--- src/rtl/fan_pkg.sv ---
// Shared fan-control definitions: speed codes common with the speed controller,
// drive FSM states and a counter-width helper.
package fan_pkg;

  localparam logic [1:0] OFF    = 2'b00;
  localparam logic [1:0] LOW    = 2'b01;
  localparam logic [1:0] MEDIUM = 2'b10;
  localparam logic [1:0] HIGH   = 2'b11;

  typedef enum logic [1:0] {
    IDLE   = 2'd0,
    KICK   = 2'd1,
    RAMP   = 2'd2,
    STEADY = 2'd3
  } fan_state_e;

  // Width of a counter that must hold 0..n-1 (at least one bit).
  function automatic int cnt_width(input int n);
    int w;
    if (n <= 1) begin
      w = 1;
    end else begin
      w = $clog2(n);
    end
    return w;
  endfunction

endpackage

--- src/rtl/fan_pwm_driver_if.sv ---
// Speed-code in / fan-drive out bundle between the speed controller (master)
// and the PWM driver (slave).
interface fan_pwm_driver_if #(
  parameter int PWM_BITS = 8
);
  logic [1:0]          speed;
  logic                tach;
  logic                pwm_out;
  logic [PWM_BITS-1:0] duty;
  logic                at_speed;
  logic                stall;

  modport master (output speed, output tach,
                  input  pwm_out, input duty, input at_speed, input stall);
  modport slave  (input  speed, input tach,
                  output pwm_out, output duty, output at_speed, output stall);
endinterface

--- src/rtl/fan_pwm_timebase.sv ---
// Prescaler plus free-running PWM counter; period_end marks the last tick of
// each PWM period, where all duty and FSM updates happen.
module fan_pwm_timebase #(
  parameter int PWM_BITS = 8,
  parameter int PRESCALE = 4
) (
  input  logic                clk,
  input  logic                reset_n,
  output logic [PWM_BITS-1:0] o_cnt,
  output logic                o_tick,
  output logic                o_period_end
);

  localparam int PRE_W = (PRESCALE <= 1) ? 1 : $clog2(PRESCALE);

  logic [PRE_W-1:0]    r_pre;
  logic [PWM_BITS-1:0] r_cnt;
  logic                w_tick;

  assign w_tick       = (r_pre == PRE_W'(PRESCALE - 1));
  assign o_tick       = w_tick;
  assign o_cnt        = r_cnt;
  assign o_period_end = w_tick && (r_cnt == {PWM_BITS{1'b1}});

  // Prescaler wraps at PRESCALE-1; the PWM counter advances once per wrap.
  always_ff @(posedge clk or negedge reset_n) begin
    if (!reset_n) begin
      r_pre <= {PRE_W{1'b0}};
      r_cnt <= {PWM_BITS{1'b0}};
    end else if (w_tick) begin
      r_pre <= {PRE_W{1'b0}};
      r_cnt <= r_cnt + {{(PWM_BITS-1){1'b0}}, 1'b1};
    end else begin
      r_pre <= r_pre + {{(PRE_W-1){1'b0}}, 1'b1};
    end
  end

endmodule

--- src/rtl/fan_pwm_driver.sv ---
// Fan PWM driver: speed code -> kick-start, linear duty ramp, steady drive.
// Build option FAN_STALL_DETECT_EN adds tach synchronisation and stall detection.
module fan_pwm_driver
  import fan_pkg::*;
#(
  parameter int PWM_BITS     = 8,
  parameter int PRESCALE     = 4,
  parameter int STEP         = 8,
  parameter int RAMP_PERIODS = 2,
  parameter int KICK_PERIODS = 16,
  parameter int DUTY_LOW     = 85,
  parameter int DUTY_MED     = 170,
  parameter int DUTY_HIGH    = 255
) (
  input logic            clk,
  input logic            reset_n,
  fan_pwm_driver_if.slave bus
);

  localparam logic [PWM_BITS-1:0] FULL   = {PWM_BITS{1'b1}};
  localparam logic [PWM_BITS-1:0] ZERO   = {PWM_BITS{1'b0}};
  localparam int                  KICK_W = cnt_width(KICK_PERIODS);
  localparam int                  RAMP_W = cnt_width(RAMP_PERIODS);

  logic [PWM_BITS-1:0] w_cnt;
  logic                w_tick;
  logic                w_period_end;
  logic [PWM_BITS-1:0] w_target;
  logic [PWM_BITS-1:0] w_stepped;
  fan_state_e          w_settle_state;

  fan_state_e          r_state, w_state_nxt;
  logic [PWM_BITS-1:0] r_duty_cur, w_duty_cur_nxt;
  logic [KICK_W-1:0]   r_kick_cnt, w_kick_cnt_nxt;
  logic [RAMP_W-1:0]   r_ramp_cnt, w_ramp_cnt_nxt;
  logic [PWM_BITS-1:0] r_duty;
  logic                r_pwm;
  logic                r_at_speed;

  // One saturating ramp step; the extra MSB keeps sums and differences exact.
  function automatic logic [PWM_BITS-1:0] step_toward(input logic [PWM_BITS-1:0] cur,
                                                      input logic [PWM_BITS-1:0] tgt);
    logic [PWM_BITS:0]   w_cur, w_tgt, w_stp, w_sum;
    logic [PWM_BITS-1:0] w_res;
    w_cur = {1'b0, cur};
    w_tgt = {1'b0, tgt};
    w_stp = (PWM_BITS + 1)'(STEP);
    w_res = cur;
    if (w_cur < w_tgt) begin
      w_sum = w_cur + w_stp;
      if (w_sum >= w_tgt) w_res = tgt;
      else                w_res = w_sum[PWM_BITS-1:0];
    end else if (w_cur > w_tgt) begin
      w_sum = w_tgt + w_stp;
      if (w_cur <= w_sum) begin
        w_res = tgt;
      end else begin
        w_sum = w_cur - w_stp;
        w_res = w_sum[PWM_BITS-1:0];
      end
    end else begin
      w_res = cur;
    end
    return w_res;
  endfunction

  fan_pwm_timebase #(
    .PWM_BITS (PWM_BITS),
    .PRESCALE (PRESCALE)
  ) u_timebase (
    .clk          (clk),
    .reset_n      (reset_n),
    .o_cnt        (w_cnt),
    .o_tick       (w_tick),
    .o_period_end (w_period_end)
  );

  // Speed code to target duty; sampled by the FSM only at period_end.
  always_comb begin
    w_target = ZERO;
    case (bus.speed)
      OFF:     w_target = ZERO;
      LOW:     w_target = PWM_BITS'(DUTY_LOW);
      MEDIUM:  w_target = PWM_BITS'(DUTY_MED);
      HIGH:    w_target = PWM_BITS'(DUTY_HIGH);
      default: w_target = ZERO;
    endcase
  end

  assign w_stepped      = step_toward(r_duty_cur, w_target);
  assign w_settle_state = (w_target == ZERO) ? IDLE : STEADY;

  // Drive sequencer; the kick exit doubles as the first ramp step so full
  // drive lasts exactly KICK_PERIODS periods.
  always_comb begin
    w_state_nxt    = r_state;
    w_duty_cur_nxt = r_duty_cur;
    w_kick_cnt_nxt = r_kick_cnt;
    w_ramp_cnt_nxt = r_ramp_cnt;
    if (w_period_end) begin
      case (r_state)
        IDLE: begin
          if (w_target != ZERO) begin
            w_state_nxt    = KICK;
            w_duty_cur_nxt = FULL;
            w_kick_cnt_nxt = {KICK_W{1'b0}};
          end else begin
            w_duty_cur_nxt = ZERO;
          end
        end
        KICK: begin
          if (r_kick_cnt == KICK_W'(KICK_PERIODS - 1)) begin
            w_duty_cur_nxt = w_stepped;
            w_kick_cnt_nxt = {KICK_W{1'b0}};
            w_ramp_cnt_nxt = {RAMP_W{1'b0}};
            w_state_nxt    = (w_stepped == w_target) ? w_settle_state : RAMP;
          end else begin
            w_kick_cnt_nxt = r_kick_cnt + KICK_W'(1);
          end
        end
        RAMP: begin
          if (r_duty_cur == w_target) begin
            w_state_nxt = w_settle_state;
          end else if (r_ramp_cnt == RAMP_W'(RAMP_PERIODS - 1)) begin
            w_duty_cur_nxt = w_stepped;
            w_ramp_cnt_nxt = {RAMP_W{1'b0}};
            w_state_nxt    = (w_stepped == w_target) ? w_settle_state : RAMP;
          end else begin
            w_ramp_cnt_nxt = r_ramp_cnt + RAMP_W'(1);
          end
        end
        STEADY: begin
          if (w_target != r_duty_cur) begin
            w_state_nxt    = RAMP;
            w_ramp_cnt_nxt = {RAMP_W{1'b0}};
          end else begin
            w_state_nxt = STEADY;
          end
        end
        default: begin
          w_state_nxt    = IDLE;
          w_duty_cur_nxt = ZERO;
        end
      endcase
    end else begin
      w_state_nxt = r_state;
    end
  end

  // Sequencer state and working counters.
  always_ff @(posedge clk or negedge reset_n) begin
    if (!reset_n) begin
      r_state    <= IDLE;
      r_duty_cur <= ZERO;
      r_kick_cnt <= {KICK_W{1'b0}};
      r_ramp_cnt <= {RAMP_W{1'b0}};
    end else begin
      r_state    <= w_state_nxt;
      r_duty_cur <= w_duty_cur_nxt;
      r_kick_cnt <= w_kick_cnt_nxt;
      r_ramp_cnt <= w_ramp_cnt_nxt;
    end
  end

  // Applied duty changes only at the period wrap, so no runt pulses appear.
  always_ff @(posedge clk or negedge reset_n) begin
    if (!reset_n) begin
      r_duty     <= ZERO;
      r_pwm      <= 1'b0;
      r_at_speed <= 1'b0;
    end else begin
      if (w_tick && w_period_end) begin
        r_duty <= w_duty_cur_nxt;
      end
      r_pwm      <= (r_duty == FULL) ? 1'b1 : (w_cnt < r_duty);
      r_at_speed <= (w_state_nxt == STEADY);
    end
  end

  assign bus.pwm_out  = r_pwm;
  assign bus.duty     = r_duty;
  assign bus.at_speed = r_at_speed;

`ifdef FAN_STALL_DETECT_EN
  logic       r_tach_meta, r_tach_sync, r_tach_prev;
  logic [1:0] r_edge_cnt;
  logic [5:0] r_win_cnt;
  logic       r_win_ok;
  logic       r_stall;
  logic       w_tach_rise;
  logic       w_win_end;

  assign w_tach_rise = r_tach_sync & ~r_tach_prev;
  assign w_win_end   = w_period_end && (r_win_cnt == 6'd63);

  // Two-flop synchroniser for the asynchronous tach input, plus edge history.
  always_ff @(posedge clk or negedge reset_n) begin
    if (!reset_n) begin
      r_tach_meta <= 1'b0;
      r_tach_sync <= 1'b0;
      r_tach_prev <= 1'b0;
    end else begin
      r_tach_meta <= bus.tach;
      r_tach_sync <= r_tach_meta;
      r_tach_prev <= r_tach_sync;
    end
  end

  // 64-period window: saturating edge count, at_speed must hold throughout.
  always_ff @(posedge clk or negedge reset_n) begin
    if (!reset_n) begin
      r_win_cnt  <= 6'd0;
      r_edge_cnt <= 2'd0;
      r_win_ok   <= 1'b0;
    end else if (w_win_end) begin
      r_win_cnt  <= 6'd0;
      r_edge_cnt <= {1'b0, w_tach_rise};
      r_win_ok   <= r_at_speed;
    end else begin
      if (w_period_end) begin
        r_win_cnt <= r_win_cnt + 6'd1;
      end
      if (w_tach_rise && (r_edge_cnt != 2'd3)) begin
        r_edge_cnt <= r_edge_cnt + 2'd1;
      end
      r_win_ok <= r_win_ok & r_at_speed;
    end
  end

  // Sticky stall flag, released only once the sequencer is back in IDLE.
  always_ff @(posedge clk or negedge reset_n) begin
    if (!reset_n) begin
      r_stall <= 1'b0;
    end else if (r_state == IDLE) begin
      r_stall <= 1'b0;
    end else if (w_win_end && r_win_ok && r_at_speed && (r_edge_cnt < 2'd2)) begin
      r_stall <= 1'b1;
    end
  end

  assign bus.stall = r_stall;
`else
  assign bus.stall = 1'b0;
`endif

endmodule

--- src/flat_wrapper.sv ---
// flat-port wrapper written by rule: the top's interface ports become plain ports
module fan_pwm_driver_flat import fan_pkg::*;
#(
  parameter int PWM_BITS     = 8,
  parameter int PRESCALE     = 4,
  parameter int STEP         = 8,
  parameter int RAMP_PERIODS = 2,
  parameter int KICK_PERIODS = 16,
  parameter int DUTY_LOW     = 85,
  parameter int DUTY_MED     = 170,
  parameter int DUTY_HIGH    = 255
)
  (clk, reset_n, bus_speed, bus_tach, bus_pwm_out, bus_duty, bus_at_speed, bus_stall);
  fan_pwm_driver_if #(.PWM_BITS(PWM_BITS)) bus_i ();
  input logic clk;
  input logic reset_n;
  input wire logic [$bits(bus_i.speed)-1:0] bus_speed;
  input wire logic [$bits(bus_i.tach)-1:0] bus_tach;
  output wire logic [$bits(bus_i.pwm_out)-1:0] bus_pwm_out;
  output wire logic [$bits(bus_i.duty)-1:0] bus_duty;
  output wire logic [$bits(bus_i.at_speed)-1:0] bus_at_speed;
  output wire logic [$bits(bus_i.stall)-1:0] bus_stall;
  assign bus_i.speed = bus_speed;
  assign bus_i.tach = bus_tach;
  assign bus_pwm_out = bus_i.pwm_out;
  assign bus_duty = bus_i.duty;
  assign bus_at_speed = bus_i.at_speed;
  assign bus_stall = bus_i.stall;
  fan_pwm_driver #(.PWM_BITS(PWM_BITS), .PRESCALE(PRESCALE), .STEP(STEP), .RAMP_PERIODS(RAMP_PERIODS), .KICK_PERIODS(KICK_PERIODS), .DUTY_LOW(DUTY_LOW), .DUTY_MED(DUTY_MED), .DUTY_HIGH(DUTY_HIGH)) u_core (.clk(clk), .reset_n(reset_n), .bus(bus_i));
endmodule
--- config.mk ---
export PLATFORM = sky130hd
export DESIGN_NAME = fan_pwm_driver_flat
export DESIGN_NICKNAME = d
export VERILOG_FILES = /design/src/rtl/fan_pkg.sv /design/src/rtl/fan_pwm_driver_if.sv /design/src/rtl/fan_pwm_timebase.sv /design/src/rtl/fan_pwm_driver.sv /design/src/flat_wrapper.sv
export SDC_FILE = /design/constraint.sdc
export NUM_CORES = 1
export LEC_CHECK = 0
export ABC_AREA = 1
export CAP_MARGIN = 20
export CORE_UTILIZATION = 45
export CTS_BUF_LIST = sky130_fd_sc_hd__clkbuf_8
export DETAILED_ROUTE_END_ITERATION = 10
export SLEW_MARGIN = 20
export SYNTH_ARGS = -nofsm -noshare
export SYNTH_HDL_FRONTEND = slang
export SYNTH_HIERARCHICAL = 1
export SYNTH_SLANG_ARGS = --single-unit
--- constraint.sdc ---
create_clock -name clk -period 2.88 [get_ports clk]
set_input_delay 0.576 -clock clk [delete_from_list [all_inputs] [get_ports clk]]
set_output_delay 0.576 -clock clk [all_outputs]
set_load 0.02 [all_outputs]
==> out/metrics.yaml <==
floorplan:
  die_h_um: 86.4
  die_area_sq_um: 7460
  start_util_pct: 46.9
  io_pins: 16
  core_sq_um: 6830
  num_rows: 30
  die_w_um: 86.4
finish:
  antenna_cells: 0
  design_area_sq_um: 4160
  syn2layout_area_growth_pct: 30.0
  fin_nets: 542
  fin_util_pct: 60.9
  drive_gt1_share_pct: 30.8
critical_path:
  r2r-end: "u_core/r_state[0]$_DFF_PN0_"
  reg2reg_slack_ns: 0.16
  rr_worst_depth: 22
  required_ns: 3.05
  cp-start-kind: "input port"
  r2r_start: "u_core/r_duty_cur[4]$_DFF_PN0_"
  path_class: "input port to flip-flop"
  cp_max_fo: 5
  cp_data_arrival_time_ns: 3.04
  crit_path_end_kind: "flip-flop"
synth:
  synth_ff_type: "dfrtp_1"
  synth_fp_nets: 486
  ys_ff_latch: 35
  netlist_instances: 446
  netlist_area_sq_um: 3200
  synth_edf_count: 0
  yosys.area.top_type_share_pct: 27.4
  yosysTopAreaCell: "dfrtp_1"
  seq_area_frac_synth_pct: 27.4
  yosys-top-cells-area: "dfrtp_1 (27%), ha_1 (14%), nand2_1 (11%)"
  yosysWarnings: 6
  syn_area_per_cell_sq_um: 7.18
  synth.most_common_cell: "nand2_1"
  synth_cell_types: 43
  synthArstFlopShare_pct: 100
  synth_common_cells: "nand2_1 (97), inv_1 (61), nand3_1 (39)"
power_and_ir_drop:
  clockPowerShare_pct: 30.5
  finalPower_mw: 1.24
  p_per_area_nw_per_um2: 298
  switchingPower_uw: 381
  intPower_uw: 860
  leakage_nw: 2.07
  p_seq_share_pct: 39.8
  pwr-share-comb_pct: 29.7
  max-vdd-ir-drop_v: 0.000334
  swShare_pct: 30.7
place:
  portBuffers: 13
  dp_hpwl_um: 6680
  placedInstanceArea_sq_um: 3690
  globalplace.congestion: 0.941
min_path:
  min_path_cells: 1
  whs_endpoint: "u_core/u_timebase/r_pre[0]$_DFF_PN0_"
  hold_start: "u_core/u_timebase/r_pre[0]$_DFF_PN0_"
  min_path_type: "flip-flop to flip-flop"
clocking:
  ctsHtreeMaxLevel: 2
  cts-root-buf: "clkbuf_8"
  cts_made_buffers: 5
  clockBufferDepth: 2
  clock_latency_ns: 0.28
  path_clk_slew_ns: 0.07
  cts.sinks: 35
  cts_tree: "built"
timing:
  final_max_slew_viol_count: 0
  setup_viol_count_final: 0
  period_needed_ns: 2.87
  hold_violations: 0
  period_share_pct: 99.6
  rsz0062_at_grt: "true"
  fmax_mhz: 348
  finClkSkew_ns: 0.00535
  fin_setup_tns_ns: 0
drt:
  wl_per_cell_um: 14.6
  vias: 3103
  via_per_inst: 5.18
  drc_errors: 0
  drt_first_iter_violations: 127
  antenna_left: 0
  dr.pass1.iters: 4
  routed_wl_um: 8730
grt:
  grt_pass1_vias: 2863
  grt_usage_pct: 24.0
  grt_pass1_wl_um: 13900
  grt_max_degree: 36
  grt.overflow.total: 0
  grt_antenna_before_repair: 0
run_status:
  run_status: "completed"
job:
  maxCapViolCount: 0
==> power groups by stage <==
stage / combinational, mW / sequential [mW] / clock (mW)
floorplan: 0.177 / 0.503 / 0
global placement: 0.277 / 0.503 / 0
detailed placement: 0.279 / 0.504 / 0
CTS: 0.295 / 0.494 / 0.395
global route: 0.404 / 0.493 / 0.424
finish: 0.368 / 0.494 / 0.378
==> timing repair <==
action | CTS | global route
endpoints found under the hold margin | 0 | 0
pin swaps | 15 | 45
setup buffers | 0 | 7
gates resized for setup | 26 | 64
setup endpoints to repair | 19 | 16
hold buffers | 0 | 0
==> how the worst max path moves through the flow <==
| stage | from | endpoint | slack, ns | cells after the start |
|---|---|---|---|---|
| 4_1_cts | bus_speed[1] | u_core/bus.at_speed$_DFF_PN0_ | 0.03 | 26 |
| 6_report | bus_speed[0] | u_core/bus.at_speed$_DFF_PN0_ | 0.01 | 25 |
| 3_3_place_gp | bus_speed[0] | u_core/r_state[1]$_DFF_PN0_ | -0.80 | 25 |
| 3_5_place_dp | bus_speed[0] | u_core/bus.at_speed$_DFF_PN0_ | -0.83 | 25 |
| 2_1_floorplan | bus_speed[0] | u_core/bus.at_speed$_DFF_PN0_ | 0.002 | 24 |
| 5_1_grt | bus_speed[0] | u_core/r_state[1]$_DFF_PN0_ | -0.12 | 25 |
==> metrics by stage <==
step / hold WS (ns) / std cells / setup slack [ns]
3_3_place_gp: 0.415 / 584 / -0.800
3_5_place_dp: 0.420 / 584 / -0.829
2_1_floorplan: 0.280 / 446 / 0.00158
5_1_grt: 0.453 / 599 / -0.117
4_1_cts: 0.430 / 592 / 0.0262
6_report: 0.424 / 599 / 0.0105
==> metal layers <==
| layer | vias up | wire length (um) | track usage, % |
|---|---|---|---|
| li1 | 1570 | - | - |
| met1 | 1446 | 3930 | 31.6 |
| met2 | 56 | 4220 | 39.1 |
| met3 | 31 | 273 | 3.43 |
| met4 | 0 | 307 | 11.1 |
| met5 | - | 0 | 0 |
==> worst max-delay path, cell delays in order <==
cell	delay [ns]
buf_8	0.11
clkinvlp_4	0.12
ha_4	0.16
inv_2	0.04
nand2_4	0.08
inv_8	0.05
ha_4	0.26
nand2_1	0.05
o21ai_1	0.15
nor2_2	0.08
buf_4	0.14
a21oi_4	0.24
nand2_2	0.12
nand2_2	0.08
nand3_2	0.08
nand2_4	0.11
nand2_2	0.05
nor2_2	0.09
nand2_1	0.06
nand2_2	0.08
nand3_2	0.06
nand2_1	0.05
nand2_1	0.06
nand2_2	0.08
nor2_2	0.04
==> kinds of logic after synthesis <==
logic type,share of synthesized area [%]
compound gates,14.3
simple gates,30.5
other cells,0.117
buf+inv,10.7
fa+ha+maj,13.7
flops,27.4
xor+xnor,3.01
mux,0.352
==> area by class of cell <==
cell class | instances | area [sq um]
repair buffers | 62 | 508
fillers | 648 | 2670
clock inverters | 1 | 3.75
well taps | 96 | 120
inverters | 67 | 270
multi-input cells | 331 | 2290
clock buffers | 7 | 96.3
flip-flops and latches | 35 | 876
==> registers in the layout, indices dropped and copies added, names as in the netlist <==
register	flops
u_core/bus.pwm_out	1
u_core/u_timebase/r_pre	2
u_core/u_timebase/o_cnt	8
u_core/r_ramp_cnt	1
u_core/r_kick_cnt	4
u_core/bus.at_speed	1
u_core/bus.duty	8
u_core/r_duty_cur	8
u_core/r_state	2
==> cells in the final DEF, fill, tap and decap left out, drive strengths merged, types with 2 or more instances in the layout <==
| master | instances |
|---|---|
| nand2 | 113 |
| inv | 67 |
| buf | 50 |
| nor2 | 41 |
| nand3 | 41 |
| dfrtp | 35 |
| ha | 35 |
| a21oi | 32 |
| o21ai | 24 |
| clkdlybuf4s50 | 11 |
| xor2 | 9 |
| clkbuf | 8 |
| nand4 | 6 |
| a32oi | 4 |
| o211ai | 3 |
| a22oi | 3 |
| o21a | 3 |
| nor3 | 3 |
| xnor2 | 2 |
| nand3b | 2 |
No activity file was read; power rests on OpenSTA's default activity.
==> RTL change 1: new RTL, config.mk and constraints unchanged <==
`KICK_PERIODS` is set to 16 in 2 places; all go to 15.
--- a/src/rtl/fan_pwm_driver.sv
+++ b/src/rtl/fan_pwm_driver.sv
@@ -9,3 +9,3 @@
   parameter int RAMP_PERIODS = 2,
-  parameter int KICK_PERIODS = 16,
+  parameter int KICK_PERIODS = 15,
   parameter int DUTY_LOW     = 85,
--- a/src/flat_wrapper.sv
+++ b/src/flat_wrapper.sv
@@ -7,3 +7,3 @@
   parameter int RAMP_PERIODS = 2,
-  parameter int KICK_PERIODS = 16,
+  parameter int KICK_PERIODS = 15,
   parameter int DUTY_LOW     = 85,
Function: no difference found for any inputs over 10 cycles, from zero or initial values and one cycle with reset_n low; that may be too few to reach the edited logic, so the function may still have changed.
==> RTL change 1 against the unedited design <==
- maximum frequency is 4.9% lower
- largest cell class unchanged
- power up 5.8%
- sequential cell count stayed put
- largest power group unchanged
- die area rose by 1.8%
- design area up 12%
- the run now ends with negative setup slack left
- core utilization is 6.8 points higher
- clock skew up 2.8 ps
- wire length is 9.3% higher
- area after synthesis grew 1.9%
- sequential power is essentially flat
- clock power decreased by 2%
- highest routed layer unchanged
- worst hold slack gained 4.6 ps
- setup slack worse by 150 ps
==> RTL change 1: results <==
sta:
  fin_skew_ps: 8.14
  hold_ws_ps: 428
  setup_ws_ps: -138
  tns_ps: -501
  setup-violations-final: 7
synthesis:
  ys_warn_count: 6
  async_flop_share: 1.00
  ys.flop_type: "dfrtp_1"
  synthTopCellsByArea: "dfrtp_1 27%, ha_1 14%, nand2_1 12%"
  yosysUniqueCellTypes: 37
  synth_nets: 504
  synth-seq-area-share: 0.269
  syn_inst: 463
  synth.top_cells.by_count: "102 x nand2_1, 63 x inv_1, 42 x nand3_1"
grt:
  grt_pass1_vias: 3185
  grt_start_max_net_pins: 36
  grt_pass1_wl_um: 14700
  grt_util_all_layers: 0.250
  antenna_found_initial: 0
place:
  place_congestion: 0.913
  placed_area_um2: 3890
  place_inst: 615
  dp_hpwl_um: 6800
  pre_cts_slack_ps: -915
  port_buffers: 13
status:
  status: "finished, violations left"
  violations: "negative setup slack"
setup_path:
  rr_endpoint: "u_core/bus.at_speed"
  r2r_cells: 24
  r2r_slack_ps: -90
  rr_startpoint: "u_core/r_duty_cur[4]"
  crit_arrival_ps: 3230
  crit_path_max_fanout: 11
power_and_ir_drop:
  switching_share: 0.323
  seq-power_mw: 0.493
  power_density_nw_per_um2: 281
  pwr-share-comb: 0.343
  p_leak_nw: 2.22
  vdd_drop_max_v: 0.000306
cts:
  ctsHtreeMaxLevel: 2
  path_clk_slew_ps: 70
  root_buffer: "clkbuf_8"
  clockBufferDepth: 2
  cts_inserted_buffers: 5
  clock_latency_ps: 290
min_path:
  hold-path-endpoint: "u_core/u_timebase/r_pre[0]"
  hp-start: "u_core/u_timebase/r_pre[0]"
  hold_path_class: "reg -> reg"
  hold_depth: 1
routing:
  first_pass_iters: 5
  vias_per_cell: 5.31
  wl_per_cell_um: 14.8
  vias: 3430
  drt_iter0_drc: 182
final_layout:
  antennaDiodeCount: 0
  nets: 590
  drive_above_1_share: 0.387
## RTL change 1: area by class of cell
type,instances,area (µm²)
clock buffer,6,82.6
clock inverter,2,12.5
fill,565,2230
inverter,70,282
multi-input combinational,347,2540
sequential,35,876
tap,96,120
timing repair buffer,90,762
## RTL change 1: layer usage
layer	track usage	up-vias	part of all wire
met5	0	-	0
met1	0.311	1614	0.44
met2	0.435	89	0.50
li1	-	1695	-
met3	0.0332	32	0.033
met4	0.104	0	0.029
## RTL change 1: worst max path at each step
stage,start,to,slack (ps),depth (start not counted)
floorplan,bus_speed[0],u_core/bus.at_speed,-20,25
global placement,bus_speed[0],u_core/bus.at_speed,-900,26
detailed placement,bus_speed[0],u_core/bus.at_speed,-920,26
CTS,bus_speed[0],u_core/bus.at_speed,-5,27
global route,bus_speed[0],u_core/bus.at_speed,-290,25
finish,bus_speed[0],u_core/bus.at_speed,-140,26
## RTL change 1: worst max-delay path, stage by stage
cell	delay (ps)
buf_8	110
buf_4	130
ha_4	170
nor2_4	120
buf_12	140
ha_4	120
nand2_1	50
nand2_1	130
inv_1	70
nand2_1	90
nand2_1	70
nand2_1	90
nand2_2	90
nand2_4	90
inv_6	60
a21oi_2	160
o21ai_4	80
a21oi_1	170
nand4_1	120
nand2_2	120
nand3_2	100
nor2_1	100
nor2_1	40
nand2_1	80
nand2_2	60
a21oi_2	120
## RTL change 1: cells by family after synthesis
logic type	count (synthesis)	share of synthesized area
simple gates	215	0.302
compound gates	83	0.149
buf+inv	81	0.108
fa+ha+maj	36	0.138
flops	35	0.269
xor+xnor	11	0.0295
other cells	1	0.00115
mux	1	0.00345
## RTL change 1: timing repair
item | CTS | global route
pin swaps | 23 | 60
buffers inserted | 10 | 13
gates resized for setup | 50 | 86
hold endpoints to repair | 0 | 0
endpoints found under the setup margin | 19 | 17
==> RTL change 2: new RTL, same flow settings <==
Made on the original files. The 4 states of `fan_state_e` get a one-hot encoding in 4 bits.
--- a/src/rtl/fan_pkg.sv
+++ b/src/rtl/fan_pkg.sv
@@ -9,7 +9,7 @@
 
-  typedef enum logic [1:0] {
-    IDLE   = 2'd0,
-    KICK   = 2'd1,
-    RAMP   = 2'd2,
-    STEADY = 2'd3
+  typedef enum logic [3:0] {
+    IDLE   = 4'b0001,
+    KICK   = 4'b0010,
+    RAMP   = 4'b0100,
+    STEADY = 4'b1000
   } fan_state_e;
Behaviour: same outputs for any inputs over 10 cycles, from zero or initial values and one cycle with reset_n low; not proved beyond that.
==> RTL change 2 against the unedited design <==
- the run now ends with negative setup slack left
- wire length rose by 10%
- power up 16%
- design area is 15% higher
- maximum frequency decreased by 8.3%
- sequential cell count up 2
- critical path depth grew 1
- setup slack worse by 260 ps
- area after synthesis is 4.3% higher
- die area is 4.2% higher
- critical endpoint is now u_core/r_state[3]
- largest power group is now clock
==> RTL change 2: results <==
status:
  violations: "negative setup slack"
  status: "finished, violations left"
setup_path:
  r2r_slack_ps: -150
  startpoint_type: "primary input"
  startpoint: "bus_speed[0]"
  rr_endpoint: "u_core/bus.at_speed"
  rr_startpoint: "u_core/r_duty_cur[3]"
  critical-path-top-delay-family: "simple AND/OR/NAND/NOR gates"
  crit_path_max_incr_delay_ps: 200
  crit_path_max_fanout: 5
  crit_slowest_cell: "ha_4"
  r2r_cells: 23
place:
  port_buffers: 13
  place_congestion: 0.895
  pre_cts_slack_ps: -1000
  dp_hpwl_um: 6720
final_layout:
  drive_above_1_share: 0.366
  nets: 601
  antennaDiodeCount: 0
  nFillCells: 638
sta:
  setup-violations-final: 9
  setup_ws_ps: -251
  max_slew.worst_pin.slew_ps: 818
  fin_skew_ps: 5.83
  hold_ws_ps: 381
synthesis:
  yosysUniqueCellTypes: 39
  ys_warn_count: 6
  synthTopCellsByArea: "dfrtp_1 27%, ha_1 13%, nand2_1 12%"
  synth.top_cells.by_count: "109 x nand2_1, 72 x inv_1, 38 x nor2_1"
  synth_nets: 513
  synth-seq-area-share: 0.278
  async_flop_share: 1.00
power_and_ir_drop:
  switching_share: 0.276
  p_leak_nw: 2.39
  vdd_drop_max_v: 0.000177
min_path:
  hold_path_class: "in -> async"
grt:
  grt_pass1_wl_um: 14900
  grt_start_max_net_pins: 38
  grt_pass1_vias: 3180
  grt_util_all_layers: 0.248
routing:
  drt_iter0_drc: 235
  first_pass_iters: 5
  vias_per_cell: 5.27
  wl_per_cell_um: 14.5
cts:
  numClockSinks: 37
RTL change 2: cell count changes in the layout (fill, tap and decap cells not counted), sizes merged, moves of 3 or more:
cell     change
nand3        -5
o21ai        +8
nand2       +12
a22oi        -3
o211ai       +3
inv         +10
a32oi        -4
nand4        +6
o2111ai      +5
clkbuf       -3
buf         +27
nor2         +3
RTL change 2: worst max-delay path by stage:
stage,endpoint,slack [ps]
after global routing,u_core/r_state[3],-420
final,u_core/r_state[3],-250
after global placement,u_core/r_state[3],-920
after floorplan,u_core/bus.at_speed,-100
after detailed placement,u_core/bus.at_speed,-1000
after CTS,u_core/bus.at_speed,-180
RTL change 2: routing by layer:
metal | vias up | GRT usage | share of wire | wire (µm)
li1 | 1724 | - | - | -
met1 | 1639 | 0.342 | 0.46 | 4450
met2 | 103 | 0.421 | 0.48 | 4580
met3 | 22 | 0.0339 | 0.050 | 479
met4 | 0 | 0.0337 | 0.012 | 117
met5 | - | 0 | 0 | 0
RTL change 2: cells by family (layout without fill, tap and decap cells):
group	count (synthesis)	after routing	share of synthesized area
other	1	1	0.00112
AND/OR/NAND/NOR	226	226	0.321
adder cells (fa/ha/maj)	34	34	0.127
flip-flops	37	37	0.278
AO/OA/AOI/OAI	81	81	0.143
XOR/XNOR	10	10	0.0262
multiplexers	1	1	0.00337
buffers and inverters	84	173	0.101
RTL change 2: metrics by stage:
stage,cell area (µm²),total power [mW],cells,util,setup TNS [ps]
2_1_floorplan,3470,0.684,474,-,-198
3_3_place_gp,4030,0.783,627,0.559,-14110
3_5_place_dp,4030,0.784,627,0.559,-14870
4_1_cts,4440,1.39,651,0.615,-436
5_1_grt,4780,1.50,662,0.662,-2680
6_report,4780,1.44,662,0.662,-875
RTL change 2: power groups by stage:
stage                     logic (mW)  registers (mW)  clock network [mW]
after floorplan                0.155           0.530                   0
after global placement         0.254           0.529                   0
after detailed placement       0.255           0.529                   0
after CTS                      0.305           0.519               0.563
after global routing           0.394           0.519               0.585
final                          0.365           0.519               0.552
RTL change 2: area by class of cell:
cell class / instances / share of cell area
sequential: 37 / 0.194
tap: 99 / 0.0259
multi-input combinational: 353 / 0.529
timing repair buffer: 87 / 0.157
clock buffer: 5 / 0.0144
inverter: 77 / 0.0639
timing repair inverter: 1 / 0.00157
clock inverter: 3 / 0.0144
RTL change 2: timing repair:
| item | 4_1_cts | 5_1_grt |
|---|---|---|
| cloned | 0 | 1 |
| buffers inserted | 16 | 13 |
| setup endpoints to repair | 20 | 20 |
| pin swaps | 43 | 69 |
| resized for setup | 46 | 81 |
